### src/rtl/cic_ctrl_pkg.sv
// Shared types, defaults and helpers for the CIC rate controller.
package cic_ctrl_pkg;

    typedef enum logic [1:0] {
        IDLE   = 2'd0,
        FLUSH  = 2'd1,
        SETTLE = 2'd2,
        RUN    = 2'd3
    } state_t;

    localparam int DATA_WIDTH_DEF     = 32;
    localparam int STAGES_DEF         = 3;
    localparam int MAX_DEC_LOG2_DEF   = 6;
    localparam int FLUSH_CYCLES_DEF   = 4;
    localparam int SETTLE_OUTPUTS_DEF = 3;

    // CIC gain is R^N, so the compensating shift is N*log2(R); 3x3-bit product fits in 5 bits for legal rates.
    function automatic logic [4:0] gain_shift_f(input logic [2:0] dec_log2, input logic [2:0] stages);
        logic [5:0] prod;
        prod = {3'b000, dec_log2} * {3'b000, stages};
        return prod[4:0];
    endfunction

endpackage

### src/rtl/cic_rate_controller.sv
// Sequences the shared CIC decimator: rate changes flush it, transient outputs are dropped,
// settled outputs are forwarded downstream with the matching gain shift.
module cic_rate_controller
    import cic_ctrl_pkg::*;
#(
    parameter int DATA_WIDTH     = DATA_WIDTH_DEF,
    parameter int STAGES         = STAGES_DEF,
    parameter int MAX_DEC_LOG2   = MAX_DEC_LOG2_DEF,
    parameter int FLUSH_CYCLES   = FLUSH_CYCLES_DEF,
    parameter int SETTLE_OUTPUTS = SETTLE_OUTPUTS_DEF
) (
    input  logic                  clk,
    input  logic                  rst_n,
    input  logic [2:0]            cfg_dec_log2,
    input  logic                  cfg_valid,
    output logic                  cfg_ready,
    output logic                  cfg_err,
    input  logic [DATA_WIDTH-1:0] s_data,
    input  logic                  s_valid,
    output logic                  s_ready,
    output logic                  cic_rst_n,
    output logic [DATA_WIDTH-1:0] cic_data_in,
    output logic                  cic_data_valid,
    output logic [2:0]            cic_dec_log2,
    input  logic [DATA_WIDTH-1:0] cic_data_out,
    input  logic                  cic_output_valid,
    output logic [DATA_WIDTH-1:0] m_data,
    output logic                  m_valid,
    output logic [4:0]            gain_shift,
    output logic                  locked,
    output logic [15:0]           out_count
);

    localparam logic [2:0] MAX_RATE   = 3'(MAX_DEC_LOG2);
    localparam logic [2:0] STAGES_W   = 3'(STAGES);
    localparam logic [7:0] FLUSH_LOAD = 8'(FLUSH_CYCLES - 1);
    localparam logic [7:0] DISC_LOAD  = 8'(SETTLE_OUTPUTS);

    state_t     state, state_nxt;
    logic       ready_en;
    logic [7:0] flush_cnt;
    logic [7:0] disc_cnt;
    logic       accept;
    logic       rate_ok;
    logic       good_acc;
    logic       bad_acc;
    logic       run_out;

    // cfg_ready stays low during the reset cycle itself and rises on the first clk afterwards.
    assign cfg_ready      = ready_en && (state != FLUSH);
    assign s_ready        = (state == SETTLE) || (state == RUN);
    assign cic_rst_n      = s_ready;
    assign locked         = (state == RUN);
    assign cic_data_in    = s_data;
    assign cic_data_valid = s_valid && s_ready;

    assign accept   = cfg_valid && cfg_ready;
    assign rate_ok  = (cfg_dec_log2 != 3'd0) && (cfg_dec_log2 <= MAX_RATE);
    assign good_acc = accept && rate_ok;
    assign bad_acc  = accept && !rate_ok;
    assign run_out  = (state == RUN) && cic_output_valid;

    always_ff @(posedge clk or negedge rst_n) begin
        if (!rst_n) begin
            state    <= IDLE;
            ready_en <= 1'b0;
        end else begin
            state    <= state_nxt;
            ready_en <= 1'b1;
        end
    end

    always_comb begin
        state_nxt = state;
        case (state)
            IDLE:   state_nxt = IDLE;
            FLUSH:  if (flush_cnt == 8'd0)
                        state_nxt = (DISC_LOAD == 8'd0) ? RUN : SETTLE;
            SETTLE: if ((disc_cnt == 8'd0) || (cic_output_valid && (disc_cnt == 8'd1)))
                        state_nxt = RUN;
            RUN:    state_nxt = RUN;
            default: state_nxt = IDLE;
        endcase
        // A new rate always restarts the flush, whatever stage of settling we were in.
        if (good_acc)
            state_nxt = FLUSH;
    end

    always_ff @(posedge clk or negedge rst_n) begin
        if (!rst_n) begin
            cic_dec_log2 <= 3'd0;
            gain_shift   <= 5'd0;
            cfg_err      <= 1'b0;
        end else begin
            cfg_err <= bad_acc;
            if (good_acc) begin
                cic_dec_log2 <= cfg_dec_log2;
                gain_shift   <= gain_shift_f(cfg_dec_log2, STAGES_W);
            end
        end
    end

    always_ff @(posedge clk or negedge rst_n) begin
        if (!rst_n) begin
            flush_cnt <= 8'd0;
            disc_cnt  <= 8'd0;
            out_count <= 16'd0;
        end else if (good_acc) begin
            flush_cnt <= FLUSH_LOAD;
            disc_cnt  <= DISC_LOAD;
            out_count <= 16'd0;
        end else begin
            if ((state == FLUSH) && (flush_cnt != 8'd0))
                flush_cnt <= flush_cnt - 8'd1;
            if ((state == SETTLE) && cic_output_valid && (disc_cnt != 8'd0))
                disc_cnt <= disc_cnt - 8'd1;
            if (run_out)
                out_count <= out_count + 16'd1;
        end
    end

    // An output coinciding with a reconfigure was produced at the old rate and is still valid.
    always_ff @(posedge clk or negedge rst_n) begin
        if (!rst_n) begin
            m_data  <= '0;
            m_valid <= 1'b0;
        end else begin
            m_valid <= run_out;
            if (run_out)
                m_data <= cic_data_out;
        end
    end

endmodule
### config.mk
export PLATFORM = sky130hd
export DESIGN_NAME = cic_rate_controller
export DESIGN_NICKNAME = d
export VERILOG_FILES = /design/src/rtl/cic_ctrl_pkg.sv /design/src/rtl/cic_rate_controller.sv
export SDC_FILE = /design/constraint.sdc
export NUM_CORES = 1
export LEC_CHECK = 0
export ABC_AREA = 1
export CORE_ASPECT_RATIO = 0.8
export CORE_UTILIZATION = 40
export CTS_CLUSTER_DIAMETER = 40
export DETAILED_ROUTE_END_ITERATION = 8
export GPL_ROUTABILITY_DRIVEN = 0
export PLACE_DENSITY_LB_ADDON = 0.08
export SETUP_SLACK_MARGIN = 0.2
export SLEW_MARGIN = 20
export SYNTH_ARGS = -nofsm -noshare
export SYNTH_HDL_FRONTEND = slang
export SYNTH_SLANG_ARGS = --single-unit
### constraint.sdc
create_clock -name clk -period 1.6 [get_ports clk]
set_input_delay 0.24 -clock clk [delete_from_list [all_inputs] [get_ports clk]]
set_output_delay 0.24 -clock clk [all_outputs]
set_load 0.005 [all_outputs]
Word level (Yosys, flattened, before mapping)
Index checks and enable logic that the tools add are counted.

Register bits after elaboration: 77. Input bits: 72.

$add $sub $neg: 3. Multiply operators: 1. Order comparisons: 1. Equality and inequality tests: 7. Muxes and demuxes: 10. Reductions and logical operators: 24.

Operator list (number): 2-to-1 mux 16 bit (2); 2-to-1 mux 8 bit (4); adder 16 x 1 -> 16 bit (second input constant) (1); logical NOT 8 bit (2); nonzero test 8 bit (2); subtractor 8 x 1 -> 8 bit (second input constant) (2); logical AND 1 bit (11); == test 8 x 1 -> 1 bit (second input constant) (1); one-hot mux 2 bit (4 select lines) (1); 2-to-1 mux 2 bit (3); nonzero test 2 bit (3); multiplier 3 x 2 -> 5 bit (second input constant) (1); == test 2 bit (second input constant) (2); <= comparator 3 bit (second input constant) (1); != test 3 x 2 -> 1 bit (second input constant) (1); != test 3 bit (second input constant) (1); nonzero test 3 bit (1); == test 2 x 1 -> 1 bit (second input constant) (1); logical NOT 2 bit (1); logical OR 1 bit (2); != test 2 x 1 -> 1 bit (second input constant) (1); AND reduction 2 bit (1); logical NOT 1 bit (1).

Longest topological paths before layout
Gate-level depths: netlist (run 1).

Word-level depth: 6. Depth in mapped cells: 11. Mapped depth without buffers: 11.

Worst setup path after synthesis (run 1)
No wires, ideal clock.

Kind: reg-to-reg. Start point: register disc_cnt[0]. End point: register disc_cnt[7]. Data arrival time: 1.269 ns. Required time: 1.473 ns. Setup slack: 0.204 ns. Stages on the path, launching flop included: 10. Buffers on the path: 1. Period minus slack after synthesis: 1.396 ns. Path through: dfrtp_1 -> inv_1 -> ha_1 -> nand2_1 -> nor2_2 -> nor2_2 -> nor2_2 -> buf_6 -> nand2_1 -> o21ai_0.

Longest elaborated chain between the ends: 3. Elaborated cells between the ends (all ways): 6. Those cells by class: 1 x add/sub; 2 x mux; 3 x reduce/logical.

Ends and longest elaborated chain: start: declaration (RTL line cic_rate_controller.sv:42) `logic [7:0] disc_cnt;`; start signal: assignment (RTL line cic_rate_controller.sv:116) `disc_cnt <= disc_cnt - 8'd1;`; subtractor 8 x 1 -> 8 bit / nonzero test 8 bit (equally long branches) (RTL line cic_rate_controller.sv:116, cic_rate_controller.sv:115); 2-to-1 mux 8 bit / logical AND 1 bit (equally long branches) (RTL line cic_rate_controller.sv:115) `if ((state == SETTLE) && cic_output_valid && (disc_cnt != 8'd0))`; 2-to-1 mux 8 bit / nonzero test 2 bit (equally long branches).

Parallel ways exist; a longest one is shown, timed or not. The select of a mux whose other input is x is not followed. A chain may end at the register's enable or synchronous reset.

Worst setup path after layout (run 1)
Start point: register state[1]. End point: output port cfg_ready.

Longest elaborated chain between the ends: 2.

Ends and longest elaborated chain: start: declaration (RTL line cic_rate_controller.sv:39) `state_t state, state_nxt;`; start signal: assignment (RTL line cic_rate_controller.sv:68) `state <= state_nxt;`; != test 2 x 1 -> 1 bit (RTL line cic_rate_controller.sv:50) `assign cfg_ready = ready_en && (state != FLUSH);`; logical AND 1 bit (RTL line cic_rate_controller.sv:50); end: declaration (RTL line cic_rate_controller.sv:16) `output logic cfg_ready,`.

Every way passes these cells.

==> impl_metrics.py, run 1 <==
metrics = {
    "cts": {
        "root_buffer": "clkbuf_16",
        "clock_latency_ps": 330,
        "path_clk_slew_ps": 60,
        "cts_max_level": 3,
        "cts_max_path_buffers": 2,
        "cts.sinks": 76,
        "cts_tree": "built",
        "cts_made_buffers": 9,
    },
    "run": {
        "cap_violations": 0,
    },
    "critical_path": {
        "timing.rr.end": "state[0]$_DFFE_PN0P_",
        "worstReg2RegStart": "state[1]$_DFFE_PN0P_",
        "start_kind": "register",
        "critical_path_arrival_ps": 1300,
        "critPathMaxFanout": 4,
        "r2r_slack_ps": 100,
        "r2r_cells": 9,
        "crit_family": "flip-flops",
        "crit_chain": "buf_6 > buf_6 > nor2_4 > nor2_2 > buf_2",
        "crit_buf_inv": 3,
        "cp.required_ps": 1360,
        "crit_slowest_cell": "dfrtp_2",
        "critPathMaxStageDelay_ps": 430,
        "cp_common_cell": "buf_6",
        "end_kind": "primary output",
        "crit_type": "register to primary output",
    },
    "timing": {
        "whs_ps": 345,
        "rsz0062_at_grt": "yes",
        "final.setup_skew_ps": 5.55,
        "setup_violations": 0,
        "finalSetupTns_ps": 0,
        "period_needed_ps": 1540,
        "fin_crit_sh": 0.960,
        "slew_viol_final": 0,
        "fmax_ghz": 0.651,
        "hold_violations": 0,
    },
    "global_routing": {
        "grt_antenna_before_repair": 0,
        "overflow": 0,
        "grt_pass1_vias": 3415,
        "grt_pass1_wl_mm": 16.7,
        "grt_max_degree": 77,
        "globalRouteTotalUtil": 0.210,
    },
    "synthesis": {
        "ys_types": 31,
        "avgSynthCellArea_um2": 8.00,
        "syn_area_um2": 3980,
        "synthCells": 498,
        "ys_ff_latch": 76,
        "ys_warn_count": 0,
        "ys_seq_area_frac": 0.478,
        "syn-num-nets": 581,
    },
    "route": {
        "drtIter0Drc": 129,
        "route.met3.wl_um": 566,
        "wl_mm": 10.5,
        "drcViolationCount": 0,
        "routedWlPerCell_um": 13.6,
        "ant_nets": 0,
        "highest_layer": "met4",
        "met2WireLength_mm": 4.76,
        "routed_via_density": 4.54,
        "via_count": 3489,
        "first_pass_iters": 5,
        "wl_met1_mm": 4.80,
    },
    "worst_hold_path": {
        "min_path_type": "input pin to register",
        "hold_end": "cic_dec_log2[0]$_DFFE_PN0N_",
        "holdCritStartpoint": "cfg_dec_log2[0]",
        "hold_depth": 3,
    },
    "finish": {
        "filler_cell_count": 851,
        "multi_input_area_um2": 1860,
        "area_growth_pct": 51.5,
        "final_cells": 768,
        "regArea_um2": 1910,
        "layout-drive-gt1-share": 0.267,
        "diodes": 0,
        "fin_area_um2": 6030,
        "fin_nets": 711,
        "utilization": 0.625,
    },
    "place": {
        "placed_cell_area_um2": 5080,
        "dp.cells": 719,
        "dp_hpwl_mm": 6.74,
        "portBuffers": 102,
    },
    "floorplanning": {
        "dieHeight_um": 91.2,
        "io_pins": 167,
        "initial_core_util": 0.413,
        "die_w_um": 114,
        "num_rows": 32,
        "core-area_um2": 9650,
        "die_area_um2": 10400,
    },
    "power": {
        "power_frac_seq": 0.341,
        "pwr-share-comb": 0.455,
        "swShare": 0.361,
        "pwr_density_cell_nw_per_um2": 1530,
        "p_leak_nw": 3.13,
        "p_switching_mw": 3.33,
        "clockPowerShare": 0.203,
        "p_int_mw": 5.90,
        "vdd_ir_drop_max_v": 0.000763,
    },
    "outcome": {
        "status": "completed",
    },
}
==> cells by family (layout without fill, tap and decap cells) <==
logic type	count (synthesis)	after routing	synth area share
other	1	1	0.000942
AO/OA/AOI/OAI	36	36	0.0512
AND/OR/NAND/NOR	273	273	0.283
buffers and inverters	93	227	0.134
adder cells (fa/ha/maj)	11	11	0.0364
XOR/XNOR	8	8	0.0176
flip-flops	76	76	0.478
==> worst reg2reg max path: cells and delay by family (launching register included) <==
kind	cells	cell delay (ps)
compound gates	1	130
buf+inv	4	420
flops	1	430
simple gates	4	420
==> metrics by stage <==
step	worst slack (ps)	power (mW)
after detailed placement	-384	6.87
final	63.8	9.23
after global routing	14.8	9.96
after global placement	-312	6.81
after floorplan	204	4.95
after CTS	58.1	8.83
==> placed cells by master (no fill, tap or decap), drive strengths merged <==
cell           instances
o21ai                 23
a21oi                  8
dlygate4sd2           63
dlygate4sd3            1
nor3b                  2
nor2                  46
nand2                187
conb                   1
a21boi                 1
buf                   66
xnor2                  1
clkinv                 2
o211ai                 1
and3                   1
o21bai                 3
fa                     1
clkbuf                16
nor3                   4
clkdlybuf4s50         35
nand3                 29
xor2                   7
dfrtp                 76
inv                   44
or2                    1
nand4                  3
ha                    10
==> cell type report <==
type | count | area share
clock buffer | 13 | 0.0431
clock inverter | 2 | 0.00166
inverter | 44 | 0.0286
multi-input combinational | 329 | 0.308
sequential | 76 | 0.317
tap | 136 | 0.0282
timing repair buffer | 168 | 0.274
==> state kept, by name, indices dropped and copies added (netlist names) <==
register and count:
cic_dec_log2 3, out_count 16, gain_shift 4, cfg_err 1
flush_cnt 8, m_data 32, ready_en 1, disc_cnt 8
m_valid 1, state 2
==> how the worst max path moves through the flow <==
stage | start | end | slack (ps) | depth (start not counted)
floorplan | disc_cnt[0]$_DFFE_PN0P_ | disc_cnt[7]$_DFFE_PN0P_ | 200 | 9
detailed placement | cfg_dec_log2[0] | out_count[7]$_DFFE_PN0P_ | -380 | 11
global placement | cfg_dec_log2[0] | out_count[15]$_DFFE_PN0P_ | -310 | 12
global route | state[1]$_DFFE_PN0P_ | cfg_ready | 10 | 5
CTS | state[1]$_DFFE_PN0P_ | cfg_ready | 60 | 5
finish | state[1]$_DFFE_PN0P_ | cfg_ready | 60 | 5
==> synthesized netlist by cell type <==
| master | number | area (µm²) |
|---|---|---|
| o21bai_1 | 3 | 22.5 |
| nand2_1 | 185 | 694 |
| clkbuf_1 | 3 | 11.3 |
| ha_1 | 10 | 125 |
| a21oi_1 | 8 | 40.0 |
| nor2_1 | 38 | 143 |
| o21ai_0 | 13 | 65.1 |
| nor3b_1 | 2 | 15.0 |
| o21ai_2 | 3 | 26.3 |
| buf_4 | 40 | 300 |
| dfrtp_1 | 76 | 1900 |
| and3_1 | 1 | 6.26 |
| nand2_2 | 2 | 12.5 |
| nor3_1 | 3 | 15.0 |
| inv_1 | 42 | 158 |
| a21boi_1 | 1 | 7.51 |
| fa_1 | 1 | 20.0 |
| nand4_1 | 3 | 18.8 |
| nor2_2 | 8 | 50.1 |
| o21ai_1 | 7 | 35.0 |
| inv_2 | 2 | 7.51 |
| nand3_1 | 27 | 135 |
| o211ai_1 | 1 | 7.51 |
| or2_2 | 1 | 6.26 |
| xor2_1 | 7 | 61.3 |
| nor3_2 | 1 | 10.0 |
| conb_1 | 1 | 3.75 |
| buf_2 | 2 | 10.0 |
| xnor2_1 | 1 | 8.76 |
| buf_6 | 4 | 45.0 |
| nand3_2 | 2 | 20.0 |
==> power by group through the flow <==
stage	Clock, mW	Combinational, mW	Sequential (mW)
finish	1.88	4.20	3.15
global route	2.00	4.71	3.25
CTS	1.92	3.83	3.09
detailed placement	0	3.72	3.15
global placement	0	3.67	3.14
floorplan	0	1.81	3.14
==> metal layers <==
| layer | up-vias | global-route usage |
|---|---|---|
| met5 | - | 0 |
| met4 | 0 | 0.111 |
| met3 | 31 | 0.0668 |
| met2 | 75 | 0.315 |
| met1 | 1618 | 0.269 |
| li1 | 1765 | - |
==> repair_timing <==
item | in CTS | in global routing
resized for setup | 125 | 75
pin swaps | 20 | 21
cloned | 3 | 2
hold buffers | 1 | 0
buffers inserted | 26 | 2
endpoints found under the setup margin | 104 | 66
hold endpoints to repair | 76 | 0
Note: power is estimated with default switching activity, not from simulation.
==> run 2: changes to the inputs <==
--- a/config.mk
+++ b/config.mk
@@ -11,7 +11,7 @@
 export CTS_CLUSTER_DIAMETER = 40
 export DETAILED_ROUTE_END_ITERATION = 8
 export GPL_ROUTABILITY_DRIVEN = 0
-export PLACE_DENSITY_LB_ADDON = 0.08
+export PLACE_DENSITY = 0.76
 export SETUP_SLACK_MARGIN = 0.2
 export SLEW_MARGIN = 20
 export SYNTH_ARGS = -nofsm -noshare
==> run 2 against run 1 <==
Utilization decreased by 1.1 points. Critical path depth is 1 lower. Sequential power about the same. Flip-flop and latch count is the same. Global-route usage decreased by 0.49 points. Critical endpoint unchanged. First-iteration DRC count is 58% higher. Highest routed layer unchanged. Maximum frequency increased by 6.7%. Largest power group unchanged. Register-to-register slack gained 70 ps. Combinational power fell by 2%. Cell area down 1.8%.
==> impl_metrics.py, run 2 (synthesized netlist as in run 1, its figures left out) <==
metrics = {
    "outcome": {
        "status": "completed",
    },
    "critical_path": {
        "crit_family": "flip-flops",
        "crit_slowest_cell": "dfrtp_1",
        "crit_chain": "buf_6 > nor2_4 > nor2_4 > clkbuf_2",
        "crit_buf_inv": 2,
        "start_kind": "register",
        "end_kind": "primary output",
        "crit_type": "register to primary output",
        "worstReg2RegStart": "state[1]$_DFFE_PN0P_",
        "critPathMaxFanout": 3,
        "timing.rr.end": "out_count[13]$_DFFE_PN0P_",
        "critical_path_arrival_ps": 1200,
        "r2r_slack_ps": 170,
        "critPathMaxStageDelay_ps": 430,
        "crit_start": "state[1]$_DFFE_PN0P_",
        "cp_common_cell": "nor2_4",
        "cp_num_cells": 4,
        "cp.required_ps": 1360,
        "r2r_cells": 9,
    },
    "cts": {
        "path_clk_slew_ps": 60,
        "cts.sinks": 76,
        "cts_max_path_buffers": 2,
        "clock_latency_ps": 340,
        "cts_made_buffers": 9,
        "root_buffer": "clkbuf_16",
        "cts_max_level": 3,
        "cts_tree": "built",
    },
    "global_routing": {
        "globalRouteTotalUtil": 0.205,
        "grt_pass1_vias": 3590,
        "grt_max_degree": 34,
        "overflow": 0,
        "grt_pass1_wl_mm": 16.8,
        "grt_antenna_before_repair": 0,
    },
    "finish": {
        "final_cells": 773,
        "diodes": 0,
        "multi_input_area_um2": 1830,
        "fin_nets": 715,
        "area_growth_pct": 48.9,
        "reg_top3": "m_data x32, out_count x16",
        "layout_common_cells": "169 x nand2_1, 72 x dfrtp_1, 60 x dlygate4sd2_1, 50 x buf_4",
        "largest_reg_flops": 32,
        "filler_cell_count": 828,
        "largest_register": "m_data",
        "layout_commonest_cell": "nand2_1",
        "layout-drive-gt1-share": 0.261,
        "regArea_um2": 1910,
    },
    "floorplanning": {
        "num_rows": 32,
        "initial_core_util": 0.413,
        "die_w_um": 114,
        "dieHeight_um": 91.2,
        "io_pins": 167,
        "die_area_um2": 10400,
        "core-area_um2": 9650,
    },
    "timing": {
        "final.setup_skew_ps": 8.32,
        "period_needed_ps": 1440,
        "fin_crit_sh": 0.900,
        "hold_violations": 0,
        "setup_ws_ps": 160,
        "setup_violations": 0,
        "slew_viol_final": 0,
        "rsz0062_at_grt": "yes",
        "fmax_ghz": 0.695,
    },
    "power": {
        "p_int_mw": 5.75,
        "clockPowerShare": 0.215,
        "swShare": 0.377,
        "pwr_density_cell_nw_per_um2": 1560,
        "pwr-share-comb": 0.446,
        "p_leak_nw": 3.14,
        "power_frac_seq": 0.339,
        "vdd_ir_drop_max_v": 0.000645,
        "p_switching_mw": 3.48,
    },
    "route": {
        "first_pass_iters": 5,
        "via_count": 3617,
        "routedWlPerCell_um": 13.6,
        "wl_mm": 10.5,
        "drtIter0Drc": 204,
        "drcViolationCount": 0,
        "routed_via_density": 4.68,
        "ant_nets": 0,
    },
    "place": {
        "dp_hpwl_mm": 6.97,
        "dp.cells": 719,
        "dp_slack_ps": -378,
        "portBuffers": 102,
    },
    "run": {
        "cap_violations": 0,
    },
    "worst_hold_path": {
        "min_path_type": "input pin to async pin",
    },
}
-- run 2: changes by cell type in the layout (fill, tap and decap cells not counted), moves of 4 or more --
cell and delta:
buf_4 +9, o21ai_2 -4, inv_6 +4, clkbuf_2 +4, nor2_2 -6, o21ai_1 +5, nor2_4 +7
-- run 2: worst register-to-register path: stages (launching register included) --
cell	delay [ps]
dfrtp_1	420
buf_6	120
buf_6	90
nand3_4	130
nor2_4	150
nand2_4	90
nor2_4	150
nand3_2	80
nand2_2	70
nor2_1	40
-- run 2: worst max-delay path by stage --
| stage | to | slack (ps) |
|---|---|---|
| 2_1_floorplan | disc_cnt[7]$_DFFE_PN0P_ | 200 |
| 3_3_place_gp | state[0]$_DFFE_PN0P_ | -310 |
| 3_5_place_dp | state[1]$_DFFE_PN0P_ | -380 |
| 4_1_cts | cfg_ready | 20 |
| 5_1_grt | out_count[12]$_DFFE_PN0P_ | 70 |
| 6_report | cfg_ready | 160 |
-- run 2: repair_timing --
action | in CTS | in global routing
gates resized for setup | 98 | 87
pin swaps | 3 | 23
hold endpoints to repair | 30 | 0
cloned | 1 | 1
setup endpoints to repair | 133 | 69
hold buffers | 1 | 0
setup buffers | 26 | 9
-- run 2: cell type report --
class,instances,area share
Multi-Input combinational cell,329,0.308
Sequential cell,76,0.322
Inverter,44,0.0287
Clock buffer,9,0.0380
Tap cell,136,0.0287
Timing Repair Buffer,172,0.264
Clock inverter,7,0.0108
-- run 2: through the flow --
stage | util | hold WS (ps) | setup TNS, ps | instance area [µm²] | power (mW)
detailed placement | 0.527 | 207 | -14880 | 5080 | 6.83
finish | 0.614 | 382 | 0 | 5930 | 9.23
global route | 0.614 | 427 | 0 | 5930 | 9.90
CTS | 0.579 | 406 | 0 | 5590 | 8.81
global placement | 0.527 | 206 | -12600 | 5080 | 6.68
floorplan | - | -55.6 | 0 | 3980 | 4.95
-- run 2: layer usage --
layer	GRT usage	up-vias	routed length (µm)
met3	0.0481	27	478
met5	0	-	0
met4	0.0822	0	303
met2	0.349	94	5300
li1	-	1773	-
met1	0.249	1723	4460
-- run 2: power groups by stage --
stage	registers [mW]	clock network (mW)	logic, mW
3_5_place_dp	3.16	0	3.66
3_3_place_gp	3.13	0	3.55
2_1_floorplan	3.14	0	1.81
6_report	3.13	1.99	4.11
5_1_grt	3.23	2.10	4.56
4_1_cts	3.10	2.02	3.69
